===== src/rtl/vga_timing_detect.sv =====
// Video timing detector: measures line/frame geometry from DE/HS/VS and
// declares lock once the measured timing repeats for LOCK_FRAMES frames.
// It also forwards the pixel stream with column/row coordinates attached.
module vga_timing_detect #(
    parameter int LOCK_FRAMES = 2,
    parameter int CNT_W       = 13
) (
    input  logic             sys_clk,
    input  logic             sys_rst_n,
    input  logic             vid_de,
    input  logic             vid_hs,
    input  logic             vid_vs,
    input  logic [23:0]      vid_rgb,
    output logic [23:0]      pix_rgb,
    output logic             pix_vld,
    output logic [CNT_W-1:0] pix_x,
    output logic [CNT_W-1:0] pix_y,
    output logic             frame_start,
    output logic [CNT_W-1:0] h_total,
    output logic [CNT_W-1:0] h_active,
    output logic [CNT_W-1:0] v_total,
    output logic [CNT_W-1:0] v_active,
    output logic             locked,
    output logic             err
);

    localparam logic [CNT_W-1:0] CNT_MAX  = '1;
    localparam logic [CNT_W-1:0] LOCK_TGT = CNT_W'(LOCK_FRAMES - 1);

    typedef enum logic [1:0] {
        SEARCH,
        MEASURE,
        LOCKED
    } state_t;

    state_t           r_state;
    state_t           w_state_nxt;

    logic             r_hs_d;
    logic             r_vs_d;
    logic             r_de_d;
    logic [CNT_W-1:0] r_col;
    logic [CNT_W-1:0] r_row;
    logic [CNT_W-1:0] r_line_cnt;
    logic [CNT_W-1:0] r_line_len;
    logic [CNT_W-1:0] r_de_cnt;
    logic [CNT_W-1:0] r_line_act;
    logic [CNT_W-1:0] r_fr_lines;
    logic [CNT_W-1:0] r_fr_act;
    logic             r_sat_fr;
    logic [CNT_W-1:0] r_match_cnt;
    logic             r_have_prev;

    logic             w_hs_rise;
    logic             w_vs_rise;
    logic             w_de_fall;
    logic [CNT_W-1:0] w_ht_new;
    logic [CNT_W-1:0] w_ha_new;
    logic [CNT_W-1:0] w_vt_new;
    logic [CNT_W-1:0] w_va_new;
    logic             w_sat_cnt;
    logic             w_sat_pix;
    logic             w_frame_sat;
    logic             w_match;
    logic [CNT_W-1:0] w_match_nxt;
    logic             w_prev_nxt;
    logic             w_upd;
    logic             w_lock_loss;

    function automatic logic [CNT_W-1:0] sat_inc(input logic [CNT_W-1:0] v, input logic en);
        return (en && (v != CNT_MAX)) ? v + 1'b1 : v;
    endfunction

    assign w_hs_rise = vid_hs & ~r_hs_d;
    assign w_vs_rise = vid_vs & ~r_vs_d;
    assign w_de_fall = ~vid_de & r_de_d;

    // A line or frame boundary landing on the VS rise cycle belongs to the
    // frame that is ending, so the closing values are taken pre-latch.
    assign w_ht_new = w_hs_rise ? r_line_cnt : r_line_len;
    assign w_ha_new = w_de_fall ? r_de_cnt : r_line_act;
    assign w_vt_new = sat_inc(r_fr_lines, w_hs_rise);
    assign w_va_new = sat_inc(r_fr_act, w_de_fall);

    assign w_sat_cnt = (r_line_cnt == CNT_MAX) | (r_de_cnt == CNT_MAX) |
                       (r_fr_lines == CNT_MAX) | (r_fr_act == CNT_MAX);
    assign w_sat_pix = (r_col == CNT_MAX) | (r_row == CNT_MAX);
    assign w_frame_sat = r_sat_fr | w_sat_cnt | (w_vt_new == CNT_MAX) | (w_va_new == CNT_MAX);

    assign w_match = r_have_prev & ~w_frame_sat &
                     (w_ht_new == h_total) & (w_ha_new == h_active) &
                     (w_vt_new == v_total) & (w_va_new == v_active);

    // Sync edge history and one-cycle pixel pipeline with coordinates
    always_ff @(posedge sys_clk or negedge sys_rst_n) begin
        if (!sys_rst_n) begin
            r_hs_d      <= 1'b0;
            r_vs_d      <= 1'b0;
            r_de_d      <= 1'b0;
            r_col       <= '0;
            r_row       <= '0;
            pix_rgb     <= '0;
            pix_vld     <= 1'b0;
            pix_x       <= '0;
            pix_y       <= '0;
            frame_start <= 1'b0;
        end else begin
            r_hs_d      <= vid_hs;
            r_vs_d      <= vid_vs;
            r_de_d      <= vid_de;
            pix_rgb     <= vid_rgb;
            pix_vld     <= vid_de;
            pix_x       <= vid_de ? r_col : '0;
            pix_y       <= vid_de ? r_row : '0;
            frame_start <= w_vs_rise;
            r_col       <= vid_de ? sat_inc(r_col, 1'b1) : '0;
            if (w_vs_rise) begin
                r_row <= '0;
            end else if (w_de_fall) begin
                r_row <= sat_inc(r_row, 1'b1);
            end
        end
    end

    // Line length, line active width and per-frame line counters
    always_ff @(posedge sys_clk or negedge sys_rst_n) begin
        if (!sys_rst_n) begin
            r_line_cnt <= '0;
            r_line_len <= '0;
            r_de_cnt   <= '0;
            r_line_act <= '0;
            r_fr_lines <= '0;
            r_fr_act   <= '0;
            r_sat_fr   <= 1'b0;
        end else begin
            if (w_hs_rise) begin
                r_line_len <= r_line_cnt;
                r_line_cnt <= {{(CNT_W-1){1'b0}}, 1'b1};
            end else begin
                r_line_cnt <= sat_inc(r_line_cnt, 1'b1);
            end
            if (w_de_fall) begin
                r_line_act <= r_de_cnt;
            end
            r_de_cnt <= vid_de ? sat_inc(r_de_cnt, 1'b1) : '0;
            if (w_vs_rise) begin
                r_fr_lines <= '0;
                r_fr_act   <= '0;
                r_sat_fr   <= 1'b0;
            end else begin
                r_fr_lines <= sat_inc(r_fr_lines, w_hs_rise);
                r_fr_act   <= sat_inc(r_fr_act, w_de_fall);
                r_sat_fr   <= r_sat_fr | w_sat_cnt;
            end
        end
    end

    // Lock FSM state register
    always_ff @(posedge sys_clk or negedge sys_rst_n) begin
        if (!sys_rst_n) begin
            r_state     <= SEARCH;
            r_match_cnt <= '0;
            r_have_prev <= 1'b0;
        end else begin
            r_state     <= w_state_nxt;
            r_match_cnt <= w_match_nxt;
            r_have_prev <= w_prev_nxt;
        end
    end

    // Lock FSM next state: a lock loss restarts exactly like leaving SEARCH,
    // so the frame after the loss is compared against nothing
    always_comb begin
        w_state_nxt = r_state;
        w_match_nxt = r_match_cnt;
        w_prev_nxt  = r_have_prev;
        w_upd       = 1'b0;
        w_lock_loss = 1'b0;
        case (r_state)
            SEARCH: begin
                if (w_vs_rise) begin
                    w_state_nxt = MEASURE;
                    w_match_nxt = '0;
                    w_prev_nxt  = 1'b0;
                end
            end
            MEASURE: begin
                if (w_vs_rise) begin
                    w_upd       = 1'b1;
                    w_prev_nxt  = 1'b1;
                    w_match_nxt = w_match ? r_match_cnt + 1'b1 : '0;
                    if (!w_frame_sat && (w_match_nxt >= LOCK_TGT)) begin
                        w_state_nxt = LOCKED;
                    end
                end
            end
            LOCKED: begin
                if (w_vs_rise) begin
                    w_upd = 1'b1;
                    if (!w_match) begin
                        w_state_nxt = MEASURE;
                        w_match_nxt = '0;
                        w_prev_nxt  = 1'b0;
                        w_lock_loss = 1'b1;
                    end
                end
            end
            default: begin
                w_state_nxt = SEARCH;
            end
        endcase
    end

    // Published timing, lock flag and sticky error
    always_ff @(posedge sys_clk or negedge sys_rst_n) begin
        if (!sys_rst_n) begin
            h_total  <= '0;
            h_active <= '0;
            v_total  <= '0;
            v_active <= '0;
            locked   <= 1'b0;
            err      <= 1'b0;
        end else begin
            if (w_upd) begin
                h_total  <= w_ht_new;
                h_active <= w_ha_new;
                v_total  <= w_vt_new;
                v_active <= w_va_new;
            end
            locked <= (w_state_nxt == LOCKED);
            err    <= err | w_sat_cnt | w_sat_pix | w_lock_loss | (w_vs_rise & w_frame_sat);
        end
    end

endmodule


===== config.mk =====
export PLATFORM = sky130hd
export DESIGN_NAME = vga_timing_detect
export DESIGN_NICKNAME = d
export VERILOG_FILES = /design/src/rtl/vga_timing_detect.sv
export SDC_FILE = /design/constraint.sdc
export NUM_CORES = 1
export LEC_CHECK = 0
export CORE_MARGIN = 2
export CORE_UTILIZATION = 40
export DETAILED_ROUTE_END_ITERATION = 8
export SYNTH_ARGS = -nofsm -noshare
export SYNTH_HDL_FRONTEND = slang
export SYNTH_SLANG_ARGS = --single-unit

===== constraint.sdc =====
create_clock -name sys_clk -period 6.5 [get_ports sys_clk]
set_input_delay 0.975 -clock sys_clk [delete_from_list [all_inputs] [get_ports sys_clk]]
set_output_delay 0.975 -clock sys_clk [all_outputs]
set_load 0.02 [all_outputs]

==> summary.txt, run 1 <==
Setup path
  – Worst path cell trace: clkdlybuf4s50_1 > nand2b_1 > buf_4 > mux2i_1 > o221ai_1 > or4_1 > or4_1 > nor4_2 > nand3_2 > nor2_4 > a211o_4 > mux2_1
  – Worst path slowest cell: or4_1
  – Critical Path Fanout Max: 14
  – Critical Path Max Stage Delay: 0.49 ns
  – Critical path buffer and inverter count: 2
  – Crit path depth: 12
  – Delay-heaviest family, CP: simple AND/OR/NAND/NOR gates
  – Most frequent CP cell: or4_1
  – Register-to-Register Path Depth: 11
  – Worst EP required: 6.91 ns
  – Worst setup SP type: input port
  – Setup crit end kind: flop
  – Worst EP arrival: 4.98 ns
  – Critical path type: input port to flop

STA
  – Slew Limit Headroom: 0.403
  – Skew final: 0.00983 ns
  – Setup violators final: 0
  – Max-slew violations: 0
  – Final period util: 0.704
  – Final min period: 4.58 ns
  – Hold Vio Cnt, Final: 0
  – Fin worst setup slack: 1.92 ns
  – Least-Margin Pin Slew: 0.894 ns
  – WHS: 0.476 ns
  – Max Clock Freq: 218 MHz
  – Setup TNS: 0 ns
  – RSZ-0062 raised after global routing: no

Route
  – Drt pass-1 iters: 5
  – DR vias/cell: 5.26
  – Post-Route WL: 26100 um
  – Avg WL per Cell: 16.5 um
  – Routed vias: 8318
  – DRT antenna net count: 0
  – Remaining DRCs: 0
  – First-iteration detailed-routing DRC count: 522

GRT
  – Largest net degree at the start of global routing: 126
  – First-pass GRT wire length: 43300 um
  – Initial antenna violation count: 0
  – Vias in the first global route: 8056
  – Tot GR Track Use: 0.186
  – GRT overflow: 0

Pwr
  – Leakage Power: 6.01 nW
  – Peak VDD IR: 180 uV
  – Pwr Total: 3.85 mW
  – Power per cell area: 287 nW/um^2

Die
  – Initial Util: 0.406
  – Die ar.: 28600 um^2
  – Core area: 26900 um^2
  – Die H: 169 um
  – Die width: 169 um
  – Rows: 60
  – Io pins: 135

Placed design
  – Count of input and output buffers: 134
  – Placer Congestion: 0.872
  – HPWL Detailed: 18100 um
  – DP Worst Slack: 1.40 ns
  – Cells after DPL: 1533

Synthesis
  – Syn Area/Cell: 9.90 um^2
  – Commonest cells in the netlist: 229 x dfrtp_1, 123 x nand2_1, 87 x o21ai_0
  – Post-synth EDFFs: 0
  – Post-synthesis cell count: 1102
  – Synth top area share: 0.525
  – Count leader, synth: dfrtp_1
  – Warnings from Yosys: 0
  – Syn_nets: 1142
  – Leading area contributor after synthesis: dfrtp_1
  – FF+latch count, synth: 229
  – Synth area leaders: dfrtp_1 53%, nand2_1 4.2%, o21ai_0 4.0%
  – Library cells used by synthesis: 75
  – Syn Std Cell Area: 10900 um^2
  – Main flop type after synthesis: dfrtp_1
  – Async SR Flop Fraction: 1.00
  – Seq/Total Area, Yosys: 0.525

Final layout
  – Area grow syn2layout: 22.9%
  – ANT cells: 0
  – Fin nets: 1260
  – Layout cells sized above 1: 0.0629
  – Filler cell count: 2488
  – Non-filler cells, final: 1581

CTS
  – Post-CTS Repair Setup Buffers: 0
  – Post-CTS sizing: 0
  – CTS Buffer Depth: 3
  – CTS buffer count: 26
  – CTS clock-pin slew for the worst setup and hold paths: 0.06 ns
  – Worst-Skew Late Latency: 0.53 ns
  – Hold-fix buffers, CTS: 0
  – CTS tree: yes
  – H-tree depth: 1
  – Clk sinks: 229
  – CTS Root Cell: clkbuf_16

Min path
  – Hold Path Class: input port to async pin

Flow run
  – Max cap viols: 0

Outcome
  – Status: finished clean
## layout by cell type, fill, tap and decap left out, types with 6 or more instances in the layout
| cell type | count |
|---|---|
| dfrtp_1 | 229 |
| clkdlybuf4s50_1 | 133 |
| nand2_1 | 122 |
| o21ai_0 | 87 |
| nor2_1 | 84 |
| inv_1 | 52 |
| and2_1 | 50 |
| xnor2_1 | 43 |
| nand3_1 | 42 |
| xor2_1 | 36 |
| mux2i_1 | 30 |
| a21oi_1 | 30 |
| nand4_1 | 27 |
| clkbuf_16 | 27 |
| or3_1 | 19 |
| nor3_1 | 17 |
| and3_1 | 15 |
| nor4_1 | 11 |
| a31oi_1 | 11 |
| ha_1 | 11 |
| a21o_1 | 10 |
| nand2b_1 | 8 |
| buf_4 | 8 |
| a21boi_0 | 7 |
| and4_1 | 7 |
| clkbuf_8 | 7 |
| nor2b_1 | 6 |
| a211oi_1 | 6 |
| a21boi_2 | 6 |
| clkbuf_1 | 6 |
## area by class of cell
| class | count | area (um^2) | share of cell area |
|---|---|---|---|
| tap | 341 | 427 | 0.0318 |
| clock buffer | 40 | 795 | 0.0593 |
| clock inverter | 8 | 92.6 | 0.00691 |
| inverter | 53 | 199 | 0.0148 |
| multi-input combinational | 767 | 4730 | 0.353 |
| sequential | 229 | 5730 | 0.428 |
| timing repair buffer | 143 | 1430 | 0.106 |
## sequential cells by signal (all words and copies together), names as in the netlist, 2 cells and up
register and flops:
pix_rgb 24, h_active 13, h_total 13, pix_x 13, pix_y 13, r_col 13
r_de_cnt 13, r_fr_act 13, r_fr_lines 13, r_line_act 13, r_line_cnt 13, r_line_len 13
r_match_cnt 13, r_row 13, v_active 13, v_total 13, r_state 2
## routing by layer
layer / wire (um) / GRT usage / part of all wire
met4: 463 / 0.0375 / 0.018
met5: 0 / 0 / 0
met1: 12600 / 0.274 / 0.48
met2: 11900 / 0.293 / 0.46
met3: 1110 / 0.0288 / 0.043
## power breakdown
part | total, mW | internal (mW) | switching (mW)
Combinational | 0.689 | 0.305 | 0.384
Clock | 1.49 | 0.917 | 0.574
Sequential | 1.67 | 1.53 | 0.133
## cells by family after synthesis
family / synth area share
fa+ha+maj: 0.0126
flops: 0.525
buf+inv: 0.0412
mux: 0.0327
simple gates: 0.203
xor+xnor: 0.0634
compound gates: 0.121
## per-stage QoR
stage / cell area [um^2] / util
2_1_floorplan: 10900 / -
5_1_grt: 13400 / 0.499
6_report: 13400 / 0.499
3_5_place_dp: 12500 / 0.466
4_1_cts: 13400 / 0.499
3_3_place_gp: 12500 / 0.466
## path summary, 6_finish.rpt
| check | from | endpoint | slack, ns |
|---|---|---|---|
| max in group asynchronous | sys_rst_n | pix_y[0] | 4.87 |
| setup / recovery | vid_hs | r_have_prev | 1.92 |
| min in group sys_clk | r_line_act[7] | r_line_act[7] | 0.52 |
| hold / removal | sys_rst_n | r_line_cnt[3] | 0.48 |
| setup reg to reg | r_fr_act[0] | r_have_prev | 2.26 |
| hold reg to reg | r_line_act[7] | r_line_act[7] | 0.52 |
(Power assumes the default switching activity.)
==> run 2, diff against run 1 <==
- clock period: 6.5 -> 4.55 ns (I/O delays scaled with it)
==> summary.txt, run 2 (same netlist as run 1, synthesis figures left out) <==
Outcome
  – Status: finished clean

Pwr
  – P_sw: 1.58 mW (+45%)
  – Logic pwr share: 0.188 (+0.009)
  – Leakage Power: 6.09 nW (+1.4%)
  – Pwr Total: 5.48 mW (+42%)
  – Power per cell area: 404 nW/um^2 (+41%)
  – Sw Share: 0.288 (+0.00468)
  – Cell-internal power: 3.90 mW (+41%)
  – Sequential Power Share: 0.433 (about the same)
  – Clock share of power: 0.379 (-0.009)
  – Peak VDD IR: 267 uV (+48%)

GRT
  – Tot GR Track Use: 0.191 (+0.00510)
  – Vias in the first global route: 8087 (+0.38%)
  – Gr busiest metal: met2
  – Met3 Use GR: 0.0248 (-0.00397)
  – Largest net degree at the start of global routing: 117 (-7.1%)
  – GRT met2 Usage: 0.292 (about the same)
  – First-pass GRT wire length: 44200 um (+2.0%)
  – GRT overflow: 0 (unchanged)
  – M1 GR Usage: 0.289 (+0.0146)
  – Initial antenna violation count: 0 (unchanged)

Die
  – Die H: 169 um (unchanged)
  – Core area: 26900 um^2 (unchanged)
  – Rows: 60 (unchanged)
  – Io pins: 135 (unchanged)
  – Initial Util: 0.406 (unchanged)
  – Die ar.: 28600 um^2 (unchanged)
  – Die width: 169 um (unchanged)

STA
  – Final period util: 0.886
  – Setup violators final: 0 (unchanged)
  – WHS: 0.188 ns (-0.287 ns)
  – Least-Margin Pin Slew: 0.940 ns (+0.0456 ns)
  – RSZ-0062 raised after global routing: no
  – Slew Limit Headroom: 0.374 (-0.0295)
  – Final min period: 4.03 ns
  – Max-slew violations: 0 (unchanged)
  – Fin worst setup slack: 0.517 ns (-1.41 ns)
  – Hold Vio Cnt, Final: 0 (unchanged)
  – Max Clock Freq: 248 MHz
  – Skew final: 0.0114 ns (+0.00157 ns)
  – Setup TNS: 0 ns (unchanged)

Setup path
  – Most frequent CP cell: or4_1
  – Critical path type: flop to flop
  – Setup crit end kind: flop
  – Critical Path Fanout Max: 14 (unchanged)
  – Worst path slowest cell: or4_1
  – Worst setup SP type: flop
  – Worst path cell trace: ha_1 > nand3_1 > or4_1 > nand3b_1 > o2111ai_1 > or4_1 > nor4_2 > nand3_2 > nor2_4 > a211o_4 > mux2_1
  – Worst EP arrival: 4.44 ns (-0.54 ns)
  – Critical Path Max Stage Delay: 0.78 ns (+0.29 ns)
  – Worst EP required: 4.96 ns (-1.95 ns)

Min path
  – Hold Path Class: input port to async pin

Placed design
  – HPWL Detailed: 19000 um (+4.8%)
  – Placer Congestion: 0.845 (-3.1%)
  – Cells after DPL: 1556 (+1.5%)
  – DP Worst Slack: 0.0818 ns (-1.31 ns)
  – Count of input and output buffers: 134 (unchanged)

CTS
  – Post-CTS sizing: 0 (unchanged)
  – CTS Root Cell: clkbuf_16
  – Post-CTS Repair Setup Buffers: 0 (unchanged)
  – CTS buffer count: 26 (unchanged)
  – CTS clock-pin slew for the worst setup and hold paths: 0.06 ns (about the same)
  – Worst-Skew Late Latency: 0.52 ns (about the same)
  – Clk sinks: 229 (unchanged)
  – Hold-fix buffers, CTS: 0 (unchanged)
  – CTS tree: yes
  – H-tree depth: 1 (unchanged)
  – CTS Buffer Depth: 3 (unchanged)

Final layout
  – Fin nets: 1283 (+1.8%)
  – Multi-input gate area: 4730 um^2 (unchanged)
  – Most flops, register: pix_rgb
  – Largest register FFs: 24 (unchanged)
  – Sequential cell area: 5730 um^2 (unchanged)
  – Area grow syn2layout: 24.2%
  – ANT cells: 0 (unchanged)
  – Commonest non-fill, non-tap cells in the layout: 229 x dfrtp_1, 133 x clkdlybuf4s50_1, 122 x nand2_1
  – Filler cell count: 2498 (+0.40%)
  – Layout cells sized above 1: 0.0776 (+0.0147)
  – Most common cell after layout, fill and taps aside: dfrtp_1
  – Non-filler cells, final: 1604 (+1.5%)

Route
  – Remaining DRCs: 0 (unchanged)
  – Avg WL per Cell: 16.8 um (+1.6%)
  – DR vias/cell: 5.26 (about the same)
  – Post-Route WL: 26900 um (+3.1%)
  – Routed vias: 8439 (+1.5%)
  – First-iteration detailed-routing DRC count: 679 (+30%)
  – DRT antenna net count: 0 (unchanged)
  – Drt pass-1 iters: 5 (unchanged)

Flow run
  – Max cap viols: 0 (unchanged)
## run 2: per-stage QoR
stage                     area, um^2   util
after floorplan                10900      -
after global placement         12700  0.472
after detailed placement       12700  0.472
after CTS                      13500  0.504
after global routing           13500  0.504
final                          13500  0.504
## run 2: power by group through the flow
stage          Combinational, mW  Sequential (mW)  Clock, mW
4_1_cts                     1.04             2.37       2.12
3_5_place_dp                1.04             2.41          0
3_3_place_gp                1.03             2.41          0
5_1_grt                     1.14             2.40       2.21
6_report                    1.03             2.37       2.07
2_1_floorplan              0.506             2.45          0
## run 2: final cells by class
class / count / share of cell area
clock buffers: 42 / 0.0585
clock inverters: 6 / 0.00471
inverters: 53 / 0.0147
multi-input cells: 767 / 0.349
flip-flops and latches: 229 / 0.423
well taps: 341 / 0.0315
repair buffers: 166 / 0.118
## run 2: layer usage
metal	vias up	wire length [um]
li1	4098	-
met1	4061	13200
met2	233	11800
met4	0	620
met5	-	0
met3	47	1270
## run 2: final timing paths
path	start	endpoint	slack [ns]	depth (start not counted)
max	r_fr_act[1]	r_have_prev	0.52	11
min	sys_rst_n	r_line_cnt[4]	0.19	1
max reg2reg	r_fr_act[1]	r_have_prev	0.52	11
min reg2reg	r_row[12]	r_row[12]	0.51	2
max in group asynchronous	sys_rst_n	r_row[4]	3.32	2
min in group sys_clk	r_row[12]	r_row[12]	0.51	2
## run 2: critical path, delay by kind of cell, from the launching register on
family	cells	cell delay [ns]
AND/OR/NAND/NOR	7	2.41
AO/OA/AOI/OAI	2	0.43
flip-flops	1	0.40
multiplexers	1	0.34
adder cells (fa/ha/maj)	1	0.33
